$ cat src/rtl/lc3b_types.sv
`default_nettype none
// ============================================================================
// lc3b_types : shared LC-3b word/mask types and memory-arbiter state encoding
// Revision   : 1.0
// ============================================================================
package lc3b_types;

    typedef logic [15:0] lc3b_word;
    typedef logic [1:0]  lc3b_mem_wmask;

    typedef enum logic [1:0] {
        IDLE    = 2'd0,
        SERVE_I = 2'd1,
        SERVE_D = 2'd2
    } arb_state_t;

    typedef enum logic {
        GRANT_I = 1'b0,
        GRANT_D = 1'b1
    } grant_t;

    localparam lc3b_mem_wmask C_FULL_WMASK = 2'b11;

endpackage
`default_nettype wire

$ cat src/rtl/mem_arbiter.sv
`default_nettype none
// ============================================================================
// mem_arbiter : round-robin arbiter between fetch and mem-stage memory ports
// Revision    : 1.0
// ============================================================================
module mem_arbiter
    import lc3b_types::*;
(
    input  logic          clk,
    input  logic          rst,

    input  logic          i_read,
    input  lc3b_word      i_address,
    output lc3b_word      i_rdata,
    output logic          i_resp,

    input  logic          d_read,
    input  logic          d_write,
    input  lc3b_word      d_address,
    input  lc3b_word      d_wdata,
    input  lc3b_mem_wmask d_byte_enable,
    output lc3b_word      d_rdata,
    output logic          d_resp,

    output logic          mem_read,
    output logic          mem_write,
    output lc3b_word      mem_address,
    output lc3b_word      mem_wdata,
    output lc3b_mem_wmask mem_byte_enable,
    input  logic          mem_resp,
    input  lc3b_word      mem_rdata
);

    arb_state_t    r_state;
    arb_state_t    w_next_state;
    grant_t        r_last_grant;
    lc3b_word      r_address;
    lc3b_word      r_wdata;
    lc3b_mem_wmask r_byte_enable;
    logic          r_write;

    logic          w_i_req;
    logic          w_d_req;
    logic          w_grant_i;
    logic          w_grant_d;

    assign w_i_req = i_read;
    assign w_d_req = d_read | d_write;

    always_comb begin
        w_next_state = r_state;
        w_grant_i    = 1'b0;
        w_grant_d    = 1'b0;
        case (r_state)
            IDLE: begin
                // On a conflict the side that did not win last time goes first
                if (w_i_req && w_d_req) begin
                    if (r_last_grant == GRANT_I) begin
                        w_grant_d = 1'b1;
                    end else begin
                        w_grant_i = 1'b1;
                    end
                end else if (w_i_req) begin
                    w_grant_i = 1'b1;
                end else if (w_d_req) begin
                    w_grant_d = 1'b1;
                end
                if (w_grant_i) begin
                    w_next_state = SERVE_I;
                end else if (w_grant_d) begin
                    w_next_state = SERVE_D;
                end
            end
            SERVE_I, SERVE_D: begin
                if (mem_resp) begin
                    w_next_state = IDLE;
                end
            end
            default: w_next_state = IDLE;
        endcase
    end

    always_ff @(posedge clk) begin
        if (rst) begin
            r_state       <= IDLE;
            r_last_grant  <= GRANT_I;
            r_address     <= '0;
            r_wdata       <= '0;
            r_byte_enable <= '0;
            r_write       <= 1'b0;
        end else begin
            r_state <= w_next_state;
            // Requests are captured once so the memory side never sees requester churn
            if (w_grant_i) begin
                r_last_grant  <= GRANT_I;
                r_address     <= i_address;
                r_wdata       <= '0;
                r_byte_enable <= C_FULL_WMASK;
                r_write       <= 1'b0;
            end else if (w_grant_d) begin
                r_last_grant  <= GRANT_D;
                r_address     <= d_address;
                r_wdata       <= d_wdata;
                r_byte_enable <= d_write ? d_byte_enable : C_FULL_WMASK;
                r_write       <= d_write;
            end
        end
    end

    assign mem_read        = (r_state != IDLE) & ~r_write;
    assign mem_write       = (r_state != IDLE) &  r_write;
    assign mem_address     = r_address;
    assign mem_wdata       = r_wdata;
    assign mem_byte_enable = r_byte_enable;

    assign i_resp  = mem_resp & (r_state == SERVE_I);
    assign d_resp  = mem_resp & (r_state == SERVE_D);
    assign i_rdata = mem_rdata;
    assign d_rdata = mem_rdata;

endmodule
`default_nettype wire

$ cat config.mk
export PLATFORM = sky130hd
export DESIGN_NAME = mem_arbiter
export DESIGN_NICKNAME = d
export VERILOG_FILES = /design/src/rtl/lc3b_types.sv /design/src/rtl/mem_arbiter.sv
export SDC_FILE = /design/constraint.sdc
export NUM_CORES = 1
export LEC_CHECK = 0
export ABC_CLOCK_PERIOD_IN_PS = 3300
export BUFFER_PORTS_ARGS = -buffer_cell sky130_fd_sc_hd__buf_2
export CAP_MARGIN = 20
export CORE_UTILIZATION = 45
export CTS_BUF_LIST = sky130_fd_sc_hd__clkbuf_4 sky130_fd_sc_hd__clkbuf_8
export DETAILED_ROUTE_END_ITERATION = 10
export HOLD_SLACK_MARGIN = 0.03
export PLACE_DENSITY = 0.88
export SYNTH_ARGS = -nofsm -noshare
export SYNTH_HDL_FRONTEND = slang
export SYNTH_SLANG_ARGS = --single-unit
$ cat constraint.sdc
create_clock -name clk -period 3.3 [get_ports clk]
set_input_delay 0.495 -clock clk [delete_from_list [all_inputs] [get_ports clk]]
set_output_delay 0.495 -clock clk [all_outputs]
set_load 0.02 [all_outputs]
==> results of run 1 <==
## registers in the layout (all words and copies together), names as in the netlist
name	flops
mem_address	16
mem_wdata	16
mem_byte_enable	2
r_last_grant	1
r_state	2
r_write	1
## per-layer routing
metal / GRT usage [%] / up-vias
met3: 5.57 / 11
met4: 12.0 / 0
met1: 22.4 / 828
met5: 0 / -
li1: - / 883
met2: 34.4 / 89
## cells in the mapped netlist
| library cell | instances |
|---|---|
| o31ai_4 | 1 |
| a21o_1 | 1 |
| nand2_1 | 1 |
| nand3_1 | 16 |
| buf_6 | 2 |
| or3b_2 | 1 |
| a21boi_2 | 1 |
| clkbuf_1 | 7 |
| o21bai_4 | 1 |
| and2_1 | 2 |
| a32oi_1 | 16 |
| ha_1 | 3 |
| nor2_1 | 3 |
| a21bo_2 | 2 |
| clkbuf_2 | 1 |
| nand4_1 | 17 |
| or2_1 | 1 |
| inv_1 | 4 |
| dfxtp_1 | 38 |
| a21oi_1 | 38 |
| nand2b_1 | 1 |
| nor2b_1 | 1 |
| a31o_1 | 1 |
| o21ai_0 | 17 |
| buf_2 | 7 |
| a211oi_1 | 1 |
| o21a_1 | 2 |
| buf_4 | 35 |
## power breakdown
group	switching [mW]	internal, mW
clock	0.152	0.243
combinational	0.288	0.164
sequential	0.0325	0.523
total	0.472	0.929
## placed cells by master, fill, tap and decap left out, drive strengths merged
master / count
a21bo: 2
or3b: 1
nand4: 17
nand2b: 1
or2: 1
dfxtp: 38
a32oi: 16
inv: 4
a21o: 1
a21oi: 38
and2: 2
buf: 96
ha: 3
nand3: 16
a21boi: 1
a211oi: 1
bufinv: 1
o21bai: 1
clkbuf: 7
o31ai: 1
o21a: 2
o21ai: 17
nor2b: 1
nand2: 1
nor2: 3
a31o: 1
## kinds of logic (layout without fill, tap and decap cells)
logic type | after synthesis | after routing | synth area share (%)
AOI/OAI and AO/OA | 81 | 81 | 27.2
adders and majority gates | 3 | 3 | 1.94
buffers and inverters | 56 | 108 | 19.0
DFF | 38 | 38 | 39.4
and+or+nand+nor | 43 | 43 | 12.5
## cell type report
class                           count  area share [%]
Inverter                            4           0.669
Clock inverter                      1            1.34
Clock buffer                        7            3.73
Sequential cell                    38            33.9
Timing Repair Buffer               96            21.7
Multi-Input combinational cell    127            35.8
Tap cell                           50            2.79
## worst paths after layout
check / startpoint / end / slack, ns / cells past startpoint
max: r_state[0] / mem_write / 1.34 / 5
max reg2reg: r_state[0] / mem_address[11] / 1.39 / 6
min reg2reg: mem_wdata[4] / mem_wdata[4] / 0.47 / 2
min: d_byte_enable[0] / mem_byte_enable[0] / 0.42 / 2
## worst register-to-register path, cell delays in order, from the launching register on
cell      delay [ns]
dfxtp_1         0.33
inv_1           0.11
ha_1            0.18
a21boi_2        0.51
buf_4           0.35
a32oi_1         0.13
a21oi_1         0.22
## through the flow
step / instances / setup WS (ns) / cell area [sq um]
after floorplan: 221 / 1.57 / 1930
after global placement: 315 / 1.31 / 2130
after detailed placement: 315 / 1.23 / 2130
after CTS: 323 / 1.36 / 2240
after global routing: 323 / 1.25 / 2240
final: 323 / 1.34 / 2240
==> out/metrics.csv, run 1 <==
stage;metric;value;unit
hold_path;hold crit path type;input pin to register;
pwr;LEAKAGE;1.01;nW
layout;post-layout util;55.3;%
timing;Fin Hold WS;0.422;ns
die;Cell Rows;23;
run_status;run status;completed;
routing;initial DRC count;79;
logic_synthesis;post-synth top area share;39.4;%
die;Die ar.;4560;sq um
die;Die Y;67.5;um
layout;area occupied by multi-input gates;805;sq um
critical_path;Data required, critical path;2.80;ns
critical_path;CP Launch Type;register;
logic_synthesis;synthesized instance count;221;
layout;final layout net count;347;
clocking;clock sinks;38;
logic_synthesis;Seq cells post-synth;38;
timing;final count of hold timing violations;0;
routing;Met3 Wirelength;343;um
clocking;Root Buffer;clkbuf_8;
critical_path;cell at the slowest stage of the critical path;dfxtp_1;
timing;fmax;0.510;GHz
clocking;CTS tree;yes;
place;Port Buffers;93;
routing;drt pass-1 iters;4;
logic_synthesis;mapped cell area;1930;sq um
timing;# setup viols final;0;
place;RePlAce Congestion;0.757;
routing;DR top layer;met4;
timing;Worst Tran Pin Value;0.925;ns
die;Initial Util;47.6;%
global_route;initial antenna violation count;0;
timing;TNS Setup;0;ns
pwr;Max VDD drop;0.000309;V
critical_path;cell chain of the critical path;inv_1 > ha_1 > buf_4 > nor2b_1 > buf_2;
layout;register area;761;sq um
global_route;vias in the first global route;1554;
critical_path;CP Class;register to primary output;
clocking;Clk pin slew, worst setup/hold paths;0.08;ns
clocking;post-CTS setup repair buffer count;0;
routing;vias;1811;
layout;Antenna diodes;0;
global_route;first-pass GRT wire length;6920;um
routing;Avg WL per Cell;14.4;um
logic_synthesis;area leader, netlist;dfxtp_1;
logic_synthesis;synth top area cells;dfxtp_1, buf_4, a21oi_1;
critical_path;Crit. End Element;primary output;
clocking;H-tree Lvls;2;
layout;layout cell share with drive strength beyond 1;40.3;%
routing;vias per cell;5.61;
place;placed wire-length estimate;3260;um
routing;ANT nets after route;0;
layout;FILL cells;366;
clocking;CTS buffer count;5;
die;io pins;142;
logic_synthesis;Seq/Total Area, Yosys;39.4;%
clocking;Clock Latency Late Sink;0.28;ns
global_route;largest net degree at the start of global routing;26;
routing;Metal-1 WL;1910;um
clocking;CTS Hold Bufs;0;
run;Max Cap Viol;0;
die;Die X;67.5;um
die;core area;4060;sq um
timing;Tmin final;1.96;ns
pwr;Pwr Total;1.40;mW
critical_path;Max FO, Critical Path;25;
logic_synthesis;Synthesized Nets;296;
timing;Max Slew Vio Count;0;
critical_path;CP Buf/Inv Count;3;
logic_synthesis;post-synthesis area per instance;8.74;sq um
timing;clock skew;0.0122;ns
layout;Layout area overhead;16.2;%
pwr;PwrDens;624;nW/um^2
routing;total wire length after detailed routing;4640;um
critical_path;CP arrival;1.47;ns
clocking;clock buffer depth;2;
critical_path;CP max stage delay;0.36;ns
clocking;post-CTS sizing;0;
logic_synthesis;YS warnings;0;
global_route;total gr overflow;0;
timing;RSZ-0062 raised after global routing;false;
timing;Slew HR;38.1;%
logic_synthesis;Synth cell types;28;
routing;met2 WL;2320;um
routing;drt drc;0;
timing;Period Utilization, post-route;59.5;%
global_route;Tot GR Track Use;20.3;%
critical_path;Largest delay share family, worst path;buffers and inverters;
(Power assumes the default switching activity.)
==> inputs of run 2 (changes only) <==
- ABC_CLOCK_PERIOD_IN_PS: 3300 -> 1600
- CORE_UTILIZATION: 45 -> 38
- PLACE_DENSITY: 0.88 -> 0.79
- clock period: 3.3 -> 1.6 ns (I/O delays scaled with it)
==> out/metrics.csv, run 2 (synthesized netlist as in run 1, its figures left out) <==
stage;metric;value;unit;change
run;Max Cap Viol;0;;unchanged
timing;fmax;0.647;GHz;
timing;Max Slew Vio Count;0;;unchanged
routing;vias per cell;5.28;;-5.8%
place;placed wire-length estimate;3530;um;+8.2%
place;DP Area;2230;sq um;+4.5%
global_route;busiest layer in global routing;met2;;
clocking;CTS Hold Bufs;0;;unchanged
timing;# setup viols final;0;;unchanged
timing;clock skew;0.00858;ns;-0.00361 ns
clocking;clock sinks;38;;unchanged
routing;total wire length after detailed routing;4950;um;+6.6%
layout;layout cell share with drive strength beyond 1;44.5;%;+4.2 points
timing;Slew HR;75.6;%;+37 points
die;Cell Rows;25;;+8.7%
critical_path;CP Launch Type;register;;
routing;Avg WL per Cell;14.1;um;-1.6%
routing;drt pass-1 iters;4;;unchanged
routing;drt drc;0;;unchanged
global_route;first-pass GRT wire length;7510;um;+8.6%
routing;vias;1848;;+2.0%
die;Die ar.;5370;sq um;+18%
global_route;initial antenna violation count;0;;unchanged
clocking;Root Buffer;clkbuf_8;;
layout;leading cell types in the layout, fill and taps excluded;buf_2, a21oi_1, dfxtp_1;;
timing;Worst Setup Slack, final;0.0540;ns;-1.28 ns
routing;initial DRC count;62;;-22%
global_route;Tot GR Track Use;18.4;%;-1.9 points
layout;Antenna diodes;0;;unchanged
critical_path;CP arrival;1.31;ns;-0.16 ns
clocking;CTS tree;yes;;
global_route;vias in the first global route;1594;;+2.6%
clocking;H-tree Lvls;2;;unchanged
timing;RSZ-0062 raised after global routing;true;;
timing;Tmin final;1.55;ns;
critical_path;Max FO, Critical Path;7;;-72%
timing;final count of hold timing violations;0;;unchanged
run_status;run status;completed;;
critical_path;CP Class;register to primary output;;
hold_path;hold crit path type;input pin to register;;
critical_path;reg2reg setup slack;0.13;ns;-1.26 ns
layout;commonest non-fill, non-tap cell in the layout;buf_2;;
die;Die X;73.3;um;+8.6%
clocking;Clock Latency Late Sink;0.29;ns;about the same
critical_path;cell chain of the critical path;inv_1 > ha_4 > buf_4 > nor2b_4 > buf_6;;
clocking;CTS buffer count;5;;unchanged
place;Setup WS pre-CTS;-0.0902;ns;-1.32 ns
global_route;met1 Usage GRT;22.2;%;-0.19 points
clocking;clock buffer depth;2;;unchanged
die;Die Y;73.3;um;+8.6%
timing;Period Utilization, post-route;96.6;%;
place;Port Buffers;93;;unchanged
place;RePlAce Congestion;0.758;;+0.12%
routing;ANT nets after route;0;;unchanged
pwr;LEAKAGE;1.07;nW;+6.1%
die;core area;4820;sq um;+19%
pwr;Max VDD drop;0.000689;V;+120%
layout;final instance area;2400;sq um;+6.8%
layout;Layout area overhead;24.1;%;
global_route;met3 Track Usage GR;6.04;%;+0.46 points
clocking;Clk pin slew, worst setup/hold paths;0.08;ns;about the same
critical_path;Data required, critical path;1.36;ns;-1.44 ns
global_route;total gr overflow;0;;unchanged
die;io pins;142;;unchanged
die;Initial Util;40.1;%;-7.5 points
critical_path;CP max stage delay;0.35;ns;about the same
critical_path;Crit. End Element;primary output;;
pwr;PwrDens;1320;nW/um^2;+110%
layout;final layout net count;357;;+2.9%
global_route;largest net degree at the start of global routing;26;;unchanged
critical_path;cell at the slowest stage of the critical path;dfxtp_2;;
timing;Worst Tran Pin Value;0.366;ns;-0.559 ns
global_route;met2 Use GR;30.9;%;-3.5 points
run 2: layout make-up:
| class | count | area [sq um] |
|---|---|---|
| fill | 496 | 2420 |
| inverter | 4 | 15.0 |
| multi-input combinational | 127 | 827 |
| clock inverter | 3 | 68.8 |
| sequential | 38 | 762 |
| clock buffer | 5 | 68.8 |
| tap | 67 | 83.8 |
| timing repair buffer | 106 | 572 |
run 2: per-stage QoR:
step	total power [mW]	TNS [ns]	instances	utilization, %	hold slack, ns
2_1_floorplan	1.93	0	221	-	0.364
3_3_place_gp	2.15	-0.00482	342	46.2	0.449
3_5_place_dp	2.17	-1.09	342	46.2	0.453
4_1_cts	3.18	0	350	49.5	0.153
5_1_grt	3.33	-0.000218	350	49.8	0.158
6_report	3.15	0	350	49.8	0.163
run 2: path summary, 6_finish.rpt:
kind	from	cells past startpoint	end
hold / removal	d_byte_enable[1]	2	mem_byte_enable[1]
setup reg to reg	r_state[1]	6	mem_address[9]
setup / recovery	r_state[1]	5	mem_write
hold reg to reg	mem_wdata[5]	2	mem_wdata[5]
run 2: what timing repair did:
action	CTS	global route
setup buffers	0	0
pin swaps	0	0
endpoints found under the setup margin	21	20
gates cloned	0	0
resized for setup	6	5
run 2: metal layers:
layer	vias to the layer above	wire length (um)	part of all wire, %
li1	902	-	-
met5	-	0	0
met4	0	43	0.87
met1	852	2100	42
met2	83	2430	49
met3	11	376	7.6
run 2: worst max-delay path, delay by kind of cell, from the launching register on:
family,cells,cell delay (ns)
buffers and inverters,3,0.37
AND/OR/NAND/NOR,1,0.12
adder cells (fa/ha/maj),1,0.19
flip-flops,1,0.35
run 2: where the power goes:
part           leakage (nW)  switching [mW]  internal [mW]
combinational         0.687           0.614          0.412
sequential            0.314          0.0678           1.08
clock                0.0683           0.356          0.625
total                  1.07            1.04           2.12
==> inputs of run 3 (changes only) <==
- ABC_AREA: unset -> 1
- BUFFER_PORTS_ARGS: -buffer_cell sky130_fd_sc_hd__buf_2 -> -buffer_cell sky130_fd_sc_hd__buf_4
- PLACE_DENSITY: 0.79 -> 0.78
==> out/metrics.csv, run 3 <==
stage;metric;value;unit;change
logic_synthesis;synthesized instance count;290;;+31%
logic_synthesis;Synth cell types;20;;-29%
pwr;sequential power share;38.4;%;+2.0 points
critical_path;CP Launch Type;register;;
timing;Worst Tran Pin Value;0.330;ns;-0.0354 ns
routing;vias per cell;4.50;;-15%
routing;ANT nets after route;0;;unchanged
clocking;Clock Latency Late Sink;0.29;ns;about the same
routing;drt pass-1 iters;4;;unchanged
layout;Antenna diodes;0;;unchanged
timing;Tmin final;1.51;ns;-0.0347 ns
die;Die Y;74.7;um;+1.9%
clocking;CTS Hold Bufs;0;;unchanged
hold_path;Hold Startpoint;d_byte_enable[1];;
die;Die ar.;5580;sq um;+3.8%
pwr;PwrDens;1120;nW/um^2;-15%
clocking;CTS tree;yes;;
routing;drt drc;0;;unchanged
layout;register area;763;sq um;+0.16%
layout;post-layout util;52.4;%;+2.6 points
critical_path;critical path startpoint;r_state[0];;
global_route;total gr overflow;0;;unchanged
place;placed insts;415;;+21%
run_status;run status;completed;;
pwr;Comb pwr share;38.6;%;+6.1 points
clocking;clock buffer depth;2;;unchanged
critical_path;Crit. End Element;primary output;;
pwr;LEAKAGE;1.34;nW;+25%
critical_path;Data required, critical path;1.36;ns;about the same
timing;final count of hold timing violations;0;;unchanged
layout;final layout net count;428;;+20%
clocking;CTS buffer count;5;;unchanged
global_route;vias in the first global route;1704;;+6.9%
hold_path;hold crit path type;input pin to register;;
logic_synthesis;Synthesized Nets;365;;+23%
routing;vias;1910;;+3.4%
die;core area;5110;sq um;+6.0%
logic_synthesis;Seq/Total Area, Yosys;37.9;%;-1.5 points
die;Die X;74.7;um;+1.9%
global_route;largest net degree at the start of global routing;22;;-15%
clocking;Clk pin slew, worst setup/hold paths;0.08;ns;about the same
layout;area occupied by multi-input gates;822;sq um;-0.61%
logic_synthesis;Seq cells post-synth;38;;unchanged
timing;Max Slew Vio Count;0;;unchanged
layout;commonest non-fill, non-tap cell in the layout;buf_4;;
die;Initial Util;39.3;%;-0.78 points
logic_synthesis;post-synth top area share;37.9;%;-1.5 points
routing;initial DRC count;97;;+56%
logic_synthesis;most frequent cell after synthesis;nand2_1;;
critical_path;Worst R2R Start;r_state[0];;
logic_synthesis;mapped cell area;2010;sq um;+4.0%
global_route;first-pass GRT wire length;7270;um;-3.2%
logic_synthesis;Top FF cell, synth;dfxtp_1;;
place;Port Buffers;93;;unchanged
logic_synthesis;synth top area cells;dfxtp_1, nand2_1, buf_4;;
logic_synthesis;Synth top cells by count;nand2_1, nor2_1, dfxtp_1;;
critical_path;CP Class;register to primary output;;
place;placed wire-length estimate;3490;um;-1.1%
critical_path;reg2reg setup slack;0.20;ns;+0.07 ns
layout;FILL cells;516;;+4.0%
timing;Period Utilization, post-route;94.5;%;-2.2 points
global_route;Tot GR Track Use;17.4;%;-0.98 points
hold_path;WHS Path Cells;3;;+1
logic_synthesis;Post-synth EDFFs;0;;unchanged
pwr;Clk pwr share;23.0;%;-8.1 points
place;DP Area;2540;sq um;+14%
timing;Fin Hold WS;0.174;ns;+0.0106 ns
critical_path;reg2reg end;mem_wdata[3];;
critical_path;r2r worst-path depth;7;;+1
logic_synthesis;async set or reset register ratio after synthesis;0;%;unchanged
pwr;Max VDD drop;0.000478;V;-31%
timing;fmax;0.662;GHz;+2.3%
timing;TNS Setup;0;ns;unchanged
timing;Slew HR;77.9;%;+2.3 points
routing;total wire length after detailed routing;4810;um;-2.7%
logic_synthesis;area leader, netlist;dfxtp_1;;
layout;final instance area;2680;sq um;+12%
critical_path;CP arrival;1.27;ns;-0.04 ns
pwr;P_int;1.93;mW;-9.0%
timing;clock skew;0.00299;ns;-0.00559 ns
run;Max Cap Viol;0;;unchanged
routing;Avg WL per Cell;11.4;um;-20%
layout;Post-Layout Cell Count;424;;+21%
die;io pins;142;;unchanged
die;Cell Rows;26;;+4.0%
logic_synthesis;YS warnings;0;;unchanged
pwr;Net Switching;1.07;mW;+3.0%
layout;leading cell types in the layout, fill and taps excluded;buf_4, nand2_1, nor2_1;;
clocking;H-tree Lvls;2;;unchanged
logic_synthesis;post-synthesis area per instance;6.92;sq um;-21%
critical_path;Max FO, Critical Path;21;;+14
pwr;Switching Share;35.7;%;+2.8 points
timing;# setup viols final;0;;unchanged
layout;Layout area overhead;33.2;%;
hold_path;Hold Path End;mem_byte_enable[1];;
clocking;Root Buffer;clkbuf_8;;
clocking;clock sinks;38;;unchanged
timing;RSZ-0062 raised after global routing;false;;
layout;layout cell share with drive strength beyond 1;34.5;%;-10 points
global_route;initial antenna violation count;0;;unchanged
place;RePlAce Congestion;0.689;;-9.1%
==> run 3: cell types whose count changed after synthesis, sizes merged, moves of 2 or more <==
cell	before	now
nand3	16	1
and2	2	0
clkbuf	8	3
nor3	0	2
a32oi	16	0
o21ai	17	4
o21a	2	0
a21bo	2	0
nand2	1	76
inv	4	28
nor2	3	53
a21oi	38	21
==> run 3: cells by family after synthesis <==
logic type	synth area share (%)
buffers and inverters	21.8
AOI/OAI and AO/OA	7.54
and+or+nand+nor	30.9
adders and majority gates	1.87
DFF	37.9
==> run 3: metrics by stage <==
| stage | setup WS, ns | power, mW |
|---|---|---|
| finish | 0.0886 | 2.99 |
| global route | 0.00804 | 3.21 |
| CTS | 0.00670 | 2.99 |
| detailed placement | 0.132 | 2.29 |
| global placement | 0.182 | 2.27 |
| floorplan | 0.197 | 1.95 |
==> run 3: worst max path at each step <==
| stage | cells after the start | slack (ns) | end |
|---|---|---|---|
| final | 5 | 0.09 | mem_write |
| after floorplan | 8 | 0.20 | mem_address[10] |
| after CTS | 5 | 0.007 | mem_write |
| after detailed placement | 9 | 0.13 | mem_address[5] |
| after global routing | 5 | 0.008 | mem_write |
| after global placement | 9 | 0.18 | mem_address[6] |
==> run 3: power groups by stage <==
stage	clock (mW)	combinational, mW	sequential [mW]
floorplan	0	0.653	1.30
finish	0.689	1.16	1.15
CTS	0.712	1.13	1.15
detailed placement	0	1.12	1.16
global placement	0	1.10	1.16
global route	0.767	1.28	1.16
==> run 3: cell type report <==
type                       count  share of cell area, %
tap                           70                   3.27
clock inverter                 2                  0.468
timing repair buffer         103                   30.0
clock buffer                   6                   3.09
sequential                    38                   28.5
multi-input combinational    177                   30.7
inverter                      28                   3.93
==> run 3: worst max-delay path, stage by stage (launching register included) <==
cell and delay (ns):
dfxtp_2 0.33, inv_1 0.07, ha_4 0.18, buf_12 0.15, nor2_1 0.10, buf_4 0.15
==> run 3: metal layers <==
metal  vias up  wire length [um]  part of all wire, %  track usage [%]
met4         0                77                  1.6             6.92
met3        15               367                  7.6             6.43
met2        73              2470                   51             33.0
met1       838              1900                   39             17.0
li1        984                 -                    -                -
met5         -                 0                    0                0
==> run 3: timing repair <==
action,in CTS,in global routing
setup buffers,0,1
endpoints found under the setup margin,2,23
resized for setup,2,7
gates cloned,0,0
